$ cat src/rtl/uart_pkg.sv
// Shared UART definitions: FSM state encodings (common with the TX path),
// default frame constants and the parity helper.
package uart_pkg;

  localparam int unsigned DEFAULT_DATA_BITS  = 8;
  localparam int unsigned DEFAULT_OVERSAMPLE = 16;

  localparam logic [2:0] IDLE   = 3'd0;
  localparam logic [2:0] START  = 3'd1;
  localparam logic [2:0] DATA   = 3'd2;
  localparam logic [2:0] PARITY = 3'd3;
  localparam logic [2:0] STOP   = 3'd4;

  // Expected parity bit for a data word (zero-extended to 8 bits).
  function automatic logic parity_bit(input logic [7:0] data, input logic odd);
    return (^data) ^ odd;
  endfunction

endpackage

$ cat src/rtl/uart_rx_sampler.sv
// UART RX sampler: 2-flop synchroniser, oversample tick counter and the
// bit-decision strobe for the receive FSM.
// Build option: UART_RX_MAJORITY_EN enables a 3-sample majority vote
// around mid-bit; otherwise a single sample is taken at mid-bit.
module uart_rx_sampler
  import uart_pkg::*;
#(
  parameter int unsigned OVERSAMPLE = DEFAULT_OVERSAMPLE
) (
  input  logic clock,
  input  logic reset,
  input  logic rx_serial,
  input  logic sample_tick,
  input  logic idle,
  input  logic in_start,
  output logic rx_s,
  output logic bit_sample,
  output logic sample_strobe
);

  localparam int unsigned CW = $clog2(OVERSAMPLE);
`ifdef UART_RX_MAJORITY_EN
  localparam int unsigned MID_LAST = OVERSAMPLE / 2;
`else
  localparam int unsigned MID_LAST = OVERSAMPLE / 2 - 1;
`endif
  localparam int unsigned FULL_LAST = OVERSAMPLE - 1;

  logic          rx_meta;
  logic [CW-1:0] tick_cnt;
  logic [CW-1:0] last_cnt;

  // Start bit decides at mid-bit; every later bit decides one full period on.
  always_comb begin
    last_cnt      = in_start ? CW'(MID_LAST) : CW'(FULL_LAST);
    sample_strobe = sample_tick && !idle && (tick_cnt == last_cnt);
  end

  // Two-flop synchroniser; idles high so reset never looks like a start bit.
  always_ff @(posedge clock) begin
    if (reset) begin
      rx_meta <= 1'b1;
      rx_s    <= 1'b1;
    end else begin
      rx_meta <= rx_serial;
      rx_s    <= rx_meta;
    end
  end

  // Tick counter: held at zero in IDLE, restarts after every bit decision.
  always_ff @(posedge clock) begin
    if (reset || idle || sample_strobe) begin
      tick_cnt <= '0;
    end else if (sample_tick) begin
      tick_cnt <= tick_cnt + 1'b1;
    end
  end

`ifdef UART_RX_MAJORITY_EN
  logic vote0;
  logic vote1;

  // Capture the two samples preceding the decision tick.
  always_ff @(posedge clock) begin
    if (reset) begin
      vote0 <= 1'b1;
      vote1 <= 1'b1;
    end else if (sample_tick && !idle) begin
      if (tick_cnt == last_cnt - CW'(2)) vote0 <= rx_s;
      if (tick_cnt == last_cnt - CW'(1)) vote1 <= rx_s;
    end
  end

  // Majority of the two captured samples and the current one.
  always_comb begin
    bit_sample = (vote0 & vote1) | (vote0 & rx_s) | (vote1 & rx_s);
  end
`else
  // Single mid-bit sample.
  always_comb begin
    bit_sample = rx_s;
  end
`endif

endmodule

$ cat src/rtl/uart_rx_controlpath.sv
// UART receiver: start detection, LSB-first data shift, parity/stop check
// and a valid/ready holding register for the received byte.
// Build option: UART_RX_MAJORITY_EN (majority-vote sampling in the sampler).
module uart_rx_controlpath
  import uart_pkg::*;
#(
  parameter int unsigned DATA_BITS  = DEFAULT_DATA_BITS,
  parameter int unsigned OVERSAMPLE = DEFAULT_OVERSAMPLE,
  parameter int unsigned PARITY_ODD = 0
) (
  input  logic                 clock,
  input  logic                 reset,
  input  logic                 rx_serial,
  input  logic                 sample_tick,
  input  logic                 rx_ready,
  output logic [DATA_BITS-1:0] rx_data,
  output logic                 rx_valid,
  output logic                 parity_err,
  output logic                 frame_err,
  output logic                 overrun,
  output logic                 busy
);

  localparam int unsigned BW = $clog2(DATA_BITS);

  logic [2:0]           state;
  logic [BW-1:0]        bit_cnt;
  logic [DATA_BITS-1:0] shreg;
  logic [7:0]           data_ext;
  logic                 par_bad_q;
  logic                 stop_q;
  logic                 done_q;
  logic                 rx_s;
  logic                 bit_sample;
  logic                 sample_strobe;

  uart_rx_sampler #(
    .OVERSAMPLE(OVERSAMPLE)
  ) u_sampler (
    .clock        (clock),
    .reset        (reset),
    .rx_serial    (rx_serial),
    .sample_tick  (sample_tick),
    .idle         (state == IDLE),
    .in_start     (state == START),
    .rx_s         (rx_s),
    .bit_sample   (bit_sample),
    .sample_strobe(sample_strobe)
  );

  // Zero-extend the shifted word for the parity helper and flag the FSM state.
  always_comb begin
    data_ext                = '0;
    data_ext[DATA_BITS-1:0] = shreg;
    busy                    = (state != IDLE);
  end

  // Receive FSM; done_q marks the clock after the stop-bit decision.
  always_ff @(posedge clock) begin
    if (reset) begin
      state     <= IDLE;
      bit_cnt   <= '0;
      shreg     <= '0;
      par_bad_q <= 1'b0;
      stop_q    <= 1'b0;
      done_q    <= 1'b0;
    end else begin
      done_q <= 1'b0;
      case (state)
        IDLE: begin
          if (!rx_s) state <= START;
        end
        START: begin
          if (sample_strobe) begin
            bit_cnt <= '0;
            state   <= bit_sample ? IDLE : DATA;
          end
        end
        DATA: begin
          if (sample_strobe) begin
            shreg   <= {bit_sample, shreg[DATA_BITS-1:1]};
            bit_cnt <= bit_cnt + 1'b1;
            if (bit_cnt == BW'(DATA_BITS - 1)) state <= PARITY;
          end
        end
        PARITY: begin
          if (sample_strobe) begin
            par_bad_q <= (bit_sample != parity_bit(data_ext, 1'(PARITY_ODD)));
            state     <= STOP;
          end
        end
        STOP: begin
          // Leave at mid-stop so the next start edge is not missed.
          if (sample_strobe) begin
            stop_q <= bit_sample;
            done_q <= 1'b1;
            state  <= IDLE;
          end
        end
        default: state <= IDLE;
      endcase
    end
  end

  // Holding register: load on completion if free (or being freed), else overrun.
  always_ff @(posedge clock) begin
    if (reset) begin
      rx_data    <= '0;
      rx_valid   <= 1'b0;
      parity_err <= 1'b0;
      frame_err  <= 1'b0;
      overrun    <= 1'b0;
    end else begin
      overrun <= 1'b0;
      if (done_q) begin
        if (!rx_valid || rx_ready) begin
          rx_data    <= shreg;
          parity_err <= par_bad_q;
          frame_err  <= !stop_q;
          rx_valid   <= 1'b1;
        end else begin
          overrun <= 1'b1;
        end
      end else if (rx_valid && rx_ready) begin
        rx_valid   <= 1'b0;
        parity_err <= 1'b0;
        frame_err  <= 1'b0;
      end
    end
  end

endmodule

$ cat config.mk
export PLATFORM = sky130hd
export DESIGN_NAME = uart_rx_controlpath
export DESIGN_NICKNAME = d
export VERILOG_FILES = /design/src/rtl/uart_pkg.sv /design/src/rtl/uart_rx_sampler.sv /design/src/rtl/uart_rx_controlpath.sv
export SDC_FILE = /design/constraint.sdc
export NUM_CORES = 1
export LEC_CHECK = 0
export ABC_AREA = 0
export CORE_MARGIN = 8
export CORE_UTILIZATION = 25
export CTS_CLUSTER_SIZE = 24
export DETAILED_ROUTE_END_ITERATION = 7
export DONT_BUFFER_PORTS = 1
export HOLD_SLACK_MARGIN = 0.12
export PLACE_DENSITY = 0.48
export REMOVE_ABC_BUFFERS = 1
export SLEW_MARGIN = 20
export SYNTH_ARGS = -nofsm -noshare
export SYNTH_HDL_FRONTEND = slang
export SYNTH_SLANG_ARGS = --single-unit
$ cat constraint.sdc
create_clock -name clock -period 1.6 [get_ports clock]
set_input_delay 0.16 -clock clock [delete_from_list [all_inputs] [get_ports clock]]
set_output_delay 0.16 -clock clock [all_outputs]
set_load 0.1 [all_outputs]
---- Word-level counts from Yosys, hierarchy flattened ----
Cells that the tools add are included.
word-level totals
  word-level logic and storage cells ...... 75
  flip-flop bits (word level) ............. 35
  output and inout bits ................... 13
cells by class
  equality and inequality tests ........... 14
  muxes and demuxes ....................... 20
  add/sub/neg operators ................... 2
  reductions and logical operators ........ 23
  bitwise logic cells ..................... 2
operator list
  operator                                                                  number
  3-bit 2-to-1 mux                                                          7
  3-bit case mux with 5 select lines                                        1
  2-bit AND reduction                                                       5
  1-bit 2-to-1 mux                                                          9
  2-bit by 1-bit inequality test with 1-bit output (second input constant)  4
  8-bit XOR reduction                                                       1
  3-bit by 2-bit == test with 1-bit output (second input constant)          2
  3-bit == test (second input constant)                                     2
  2-bit inequality test (second input constant)                             3
  3-bit case mux with 2 select lines                                        1
  6-bit AND reduction                                                       1
  4-bit by 1-bit adder with 4-bit output (second input constant)            1
  4-bit == test                                                             1
  4-bit 2-to-1 mux                                                          1
  2-bit nonzero test                                                        2
  2-bit OR reduction                                                        2
  3-bit by 1-bit adder with 3-bit output (second input constant)            1
  3-bit by 1-bit == test with 1-bit output (second input constant)          1
  1-bit logical AND                                                         3
  1-bit zero test                                                           3
  3-bit zero test                                                           1
  1-bit logical OR                                                          3
  3-bit AND reduction                                                       1
  3-bit nonzero test                                                        1
  3 further kinds                                                           4

---- Logic depth before layout (Yosys ltp) ----
  word-level depth ........................ 6
  mapped depth ............................ 6
  mapped depth without buffers ............ 5

---- By module ----
Synthesis repeated with hierarchy kept, for this count alone.
second synthesis, totals
  cells, all modules ...................... 168
  area total of the unflattened synthesis .. 1544.0 µm²
modules (own cells, without submodules)
  module               times used  cells an instance  area each (µm²)  sequential area each (µm²)
  uart_rx_controlpath  1           142                1283.7           580.6
  uart_rx_sampler      1           26                 260.2            120.1

---- Least setup slack after synthesis ----
No wires, ideal clock.
  path kind ............................... reg2reg
  from .................................... reg rx_valid
  to ...................................... reg frame_err
  cell stages (with the launch flop) ...... 5
  path buffers ............................ 0
  library setup time ...................... 128 ps
  arrival time ............................ 1590 ps
  period minus slack after synthesis ...... 1717 ps
  path slack .............................. -117 ps
  cell sequence ........................... dfxtp_1 -> nand2b_1 -> nand2_1 -> a2bb2oi_1 -> nor2_1
between the ends
  word-level cells in the longest chain between the ends .. 4
ends and longest elaborated chain
  what                                                        RTL line                    source
  from (decl)                                                 uart_rx_controlpath.sv:17   output logic rx_valid,
  from (signal assigned)                                      uart_rx_controlpath.sv:109  rx_valid <= 1'b0;
  from (signal assigned)                                      uart_rx_controlpath.sv:120  rx_valid <= 1'b1;
  from (signal assigned)                                      uart_rx_controlpath.sv:125  rx_valid <= 1'b0;
  1-bit zero test                                             uart_rx_controlpath.sv:116  if (!rx_valid || rx_ready) begin
  1-bit logical OR                                            uart_rx_controlpath.sv:116
  2-bit by 1-bit inequality test with 1-bit output (no line)  --
  2-bit AND reduction (no line) (*)                           --
  to (signal assigned)                                        uart_rx_controlpath.sv:119  frame_err <= !stop_q;
  to (decl)                                                   uart_rx_controlpath.sv:19   output logic frame_err,
Every way passes the cells marked *; elsewhere a longest branch is shown, timed or not.
A chain may end at the register's enable or synchronous reset.

---- Worst setup path in the final report ----
  from .................................... reg u_sampler.tick_cnt[1]
  to ...................................... reg par_bad_q
between the ends
  word-level cells in the longest chain between the ends .. 3
ends and longest elaborated chain
  what                           RTL line                   source
  from (decl)                    uart_rx_sampler.sv:30      logic [CW-1:0] tick_cnt;
  from (signal assigned)         uart_rx_sampler.sv:55      tick_cnt <= tick_cnt + 1'b1;
  4-bit == test                  uart_rx_sampler.sv:36      sample_strobe = sample_tick && !idle && (tick_cnt == last_cnt);
  1-bit logical AND              uart_rx_sampler.sv:36
  2-bit AND reduction (no line)  --
  to (signal assigned)           uart_rx_controlpath.sv:88  par_bad_q <= (bit_sample != parity_bit(data_ext, 1'(PARITY_ODD)));
  to (decl)                      uart_rx_controlpath.sv:30  logic par_bad_q;
No other way between the ends.

==> impl_metrics.prom <==
# TYPE chip_impl_metric gauge
chip_impl_metric{name="die_width",unit="microns"} 93.1
chip_impl_metric{name="switching_share",unit=""} 0.228
chip_impl_metric{name="grt_max_degree",unit=""} 35
chip_impl_metric{name="finalNonFillerCells",unit=""} 257
chip_impl_metric{name="cts_max_path_buffers",unit=""} 2
chip_impl_metric{name="io_pins",unit=""} 18
chip_impl_metric{name="area_occupied_by_multi_input_gates",unit="sq um"} 742
chip_impl_metric{name="clock_skew",unit="ns"} 0.00637
chip_impl_info{name="tritoncts_clock_tree",value="yes"} 1
chip_impl_metric{name="layout_min_cycle_time",unit="ns"} 1.53
chip_impl_info{name="setup_repair_after_global_routing_missed_its_margin",value="yes"} 1
chip_impl_metric{name="post_drt_wl_per_cell",unit="microns"} 11.6
chip_impl_metric{name="critical_path_peak_fanout",unit=""} 3
chip_impl_metric{name="insertion_delay",unit="ns"} 0.28
chip_impl_metric{name="grt_pass1_vias",unit=""} 1100
chip_impl_metric{name="finalCritPeriodShare",unit=""} 0.957
chip_impl_metric{name="power_per_cell_area",unit="mW/mm^2"} 833
chip_impl_metric{name="grtUsageTotal",unit=""} 0.0748
chip_impl_metric{name="vias",unit=""} 1124
chip_impl_metric{name="placement.cell_area",unit="sq mm"} 0.00172
chip_impl_info{name="layout.cells.most_common",value="dfxtp_1"} 1
chip_impl_metric{name="die_y",unit="microns"} 93.1
chip_impl_metric{name="asyncSetResetFlopFracSynth",unit=""} 0
chip_impl_info{name="layout.cells.most_common_list",value="dfxtp_1, buf_4, nor2_1"} 1
chip_impl_metric{name="register_area",unit="sq um"} 704
chip_impl_info{name="timing.hold.worst.class",value="input port to register"} 1
chip_impl_metric{name="place_congestion",unit=""} 0.705
chip_impl_metric{name="seq_area_frac_synth",unit=""} 0.471
chip_impl_metric{name="finalInstanceArea",unit="sq mm"} 0.00187
chip_impl_metric{name="drt_pre_antenna_iters",unit=""} 6
chip_impl_metric{name="grt_first_pass_wirelength",unit="mm"} 5.19
chip_impl_metric{name="row_count",unit=""} 28
chip_impl_metric{name="htree_levels",unit=""} 2
chip_impl_info{name="crit_type",value="register to register"} 1
chip_impl_metric{name="final_hold_viol_count",unit=""} 0
chip_impl_metric{name="worst-slew-pin-transition",unit="ns"} 0.350
chip_impl_metric{name="postRouteAntennaNets",unit=""} 0
chip_impl_metric{name="detailedRoute.firstIterationViolations",unit=""} 69
chip_impl_metric{name="synth.yosys.warnings",unit=""} 0
chip_impl_metric{name="synth_area",unit="sq mm"} 0.00149
chip_impl_metric{name="die_outline_area",unit="sq mm"} 0.00867
chip_impl_metric{name="drv_slew",unit=""} 0
chip_impl_metric{name="dp_cells",unit=""} 246
chip_impl_metric{name="diodes",unit=""} 0
chip_impl_metric{name="max_stage_delay",unit="ns"} 0.52
chip_impl_metric{name="cp.arrival",unit="ns"} 1.72
chip_impl_metric{name="floorplan.core_area",unit="sq mm"} 0.00585
chip_impl_metric{name="grt_antenna_before_repair",unit=""} 0
chip_impl_metric{name="clock_sinks",unit=""} 35
chip_impl_metric{name="detailed_place_hpwl",unit="mm"} 2.00
chip_impl_info{name="yosysTopAreaCell",value="dfxtp_1"} 1
chip_impl_metric{name="vias_per_cell",unit=""} 4.37
chip_impl_metric{name="clk_pin_slew",unit="ns"} 0.07
chip_impl_metric{name="post_route_cells_drive_above_1_share",unit=""} 0.247
chip_impl_metric{name="cts-buffers-inserted",unit=""} 5
chip_impl_metric{name="power_report.internal_total",unit="W"} 0.00120
chip_impl_metric{name="peakVddDrop",unit="mV"} 0.386
chip_impl_metric{name="layout.nets",unit=""} 189
chip_impl_metric{name="max_cap_viol_count",unit=""} 0
chip_impl_info{name="synth_area_leaders",value="dfxtp_1, mux2i_1, nor2_1"} 1
chip_impl_metric{name="synth.avg_cell_area",unit="sq um"} 9.53
chip_impl_metric{name="postSynthRegisterBits",unit=""} 35
chip_impl_metric{name="power.static_leakage",unit="nW"} 0.722
chip_impl_metric{name="totalNegativeSetupSlack",unit="ns"} 0
chip_impl_metric{name="syn2layout_area_growth",unit="%"} 25.9
chip_impl_info{name="crit_path_cell_trace",value="ha_4 > and4_4 > nand4b_4 > or4b_1 > o311ai_1"} 1
chip_impl_info{name="setup.worst_path.start_class",value="register"} 1
chip_impl_info{name="cp-end-kind",value="register"} 1
chip_impl_info{name="crit_slowest_cell",value="or4b_1"} 1
chip_impl_metric{name="switching_power",unit="W"} 0.000355
chip_impl_metric{name="cp_num_buf_inv",unit=""} 0
chip_impl_info{name="cts_root_buffer",value="clkbuf_8"} 1
chip_impl_metric{name="power.sequential.fraction",unit=""} 0.563
chip_impl_metric{name="ys_types",unit=""} 35
chip_impl_info{name="dominantRegCellSynth",value="dfxtp_1"} 1
chip_impl_metric{name="crit_required",unit="ns"} 1.79
chip_impl_metric{name="clock_power_share",unit=""} 0.397
chip_impl_metric{name="grt_overflow",unit=""} 0
chip_impl_metric{name="yosysTopAreaCellShare",unit=""} 0.471
chip_impl_info{name="result_of_the_run",value="complete, no violations"} 1
chip_impl_metric{name="start_util",unit=""} 0.254
chip_impl_metric{name="drt_drc_violations_left",unit=""} 0
chip_impl_info{name="cp_top_family",value="simple AND/OR/NAND/NOR gates"} 1
chip_impl_metric{name="drt-total-wl",unit="mm"} 2.99
chip_impl_metric{name="combPwrFrac",unit=""} 0.040
chip_impl_metric{name="timing.final.setup_violations",unit=""} 0
chip_impl_metric{name="post_synth_inst_count",unit=""} 156
chip_impl_metric{name="relSlewSlack",unit=""} 0.766
chip_impl_metric{name="io_buffers",unit=""} 0
chip_impl_metric{name="fmax",unit="GHz"} 0.653
chip_impl_metric{name="synth_enable_flop_cells",unit=""} 0
chip_impl_metric{name="layout.filler_cells",unit=""} 596
[cell families after synthesis]
logic type / share of synthesized area
compound gates: 0.101
xor+xnor: 0.0682
fa+ha+maj: 0.0253
buf+inv: 0.0471
flops: 0.471
mux: 0.0741
simple gates: 0.213
[flip-flops by register name (all words and copies together), names as in the netlist, 3 cells and up]
| name | flops |
|---|---|
| data_ext | 8 |
| rx_data | 8 |
| u_sampler.tick_cnt | 4 |
| bit_cnt | 3 |
| state | 3 |
[routing by layer]
| metal | up-vias | GRT usage | share of wire |
|---|---|---|---|
| met5 | - | 0 | 0 |
| met4 | 0 | 0.0483 | 0.027 |
| met3 | 7 | 0.0288 | 0.053 |
| met2 | 21 | 0.108 | 0.42 |
| met1 | 507 | 0.0904 | 0.50 |
| li1 | 589 | - | - |
[cells in the mapped netlist (2+ instances only)]
cell type,n
inv_1,3
buf_4,2
clkbuf_1,6
ha_1,3
dfxtp_1,35
a211o_1,2
a22oi_1,2
nor2_1,23
a2111oi_0,2
or2_2,2
nand2b_1,2
xnor2_1,5
nand2_1,10
nand3_1,11
nor3_1,2
mux2i_1,11
nand4_1,2
a21oi_1,11
nand3b_1,2
xor2_1,4
o21ai_0,2
[power by group through the flow]
stage               combinational (W)  sequential, W  clock (W)
finish                      0.0000618       0.000878   0.000619
global route                0.0000676       0.000878   0.000686
CTS                         0.0000612       0.000877   0.000657
detailed placement          0.0000376       0.000898          0
global placement            0.0000378       0.000898          0
floorplan                   0.0000264       0.000899          0
[area by class of cell]
cell class	instances	area share
well taps	75	0.0501
multi-input cells	107	0.396
repair buffers	29	0.126
clock inverters	2	0.00668
flip-flops and latches	35	0.376
inverters	3	0.00602
clock buffers	6	0.0388
[through the flow]
stage	hold slack [ns]	utilization	power, W	setup slack, ns
global route	0.138	0.320	0.00163	-0.0209
floorplan	0.229	-	0.000926	-0.408
detailed placement	0.235	0.293	0.000935	0.00545
finish	0.136	0.320	0.00156	0.0695
CTS	0.124	0.315	0.00160	0.0153
global placement	0.235	0.293	0.000936	0.0322
[final timing paths]
check	start	end	slack, ns	cells past startpoint
worst max-delay path	u_sampler.tick_cnt[1]$_SDFFE_PP0P_	par_bad_q$_SDFFE_PP0P_	0.07	5
worst min-delay path	reset	rx_data[6]$_SDFFE_PP0P_	0.14	2
worst max register to register	u_sampler.tick_cnt[1]$_SDFFE_PP0P_	par_bad_q$_SDFFE_PP0P_	0.07	5
worst min register to register	u_sampler.rx_meta$_SDFF_PP1_	u_sampler.bit_sample$_SDFF_PP1_	0.42	1
[repair_timing]
action / CTS / global route
setup buffers: 0 / 0
pin swaps: 0 / 2
setup endpoints to repair: 1 / 12
endpoints found under the hold margin: 35 / 0
hold buffers: 3 / 0
resized for setup: 2 / 7
Power figures use the tool's default switching activity.
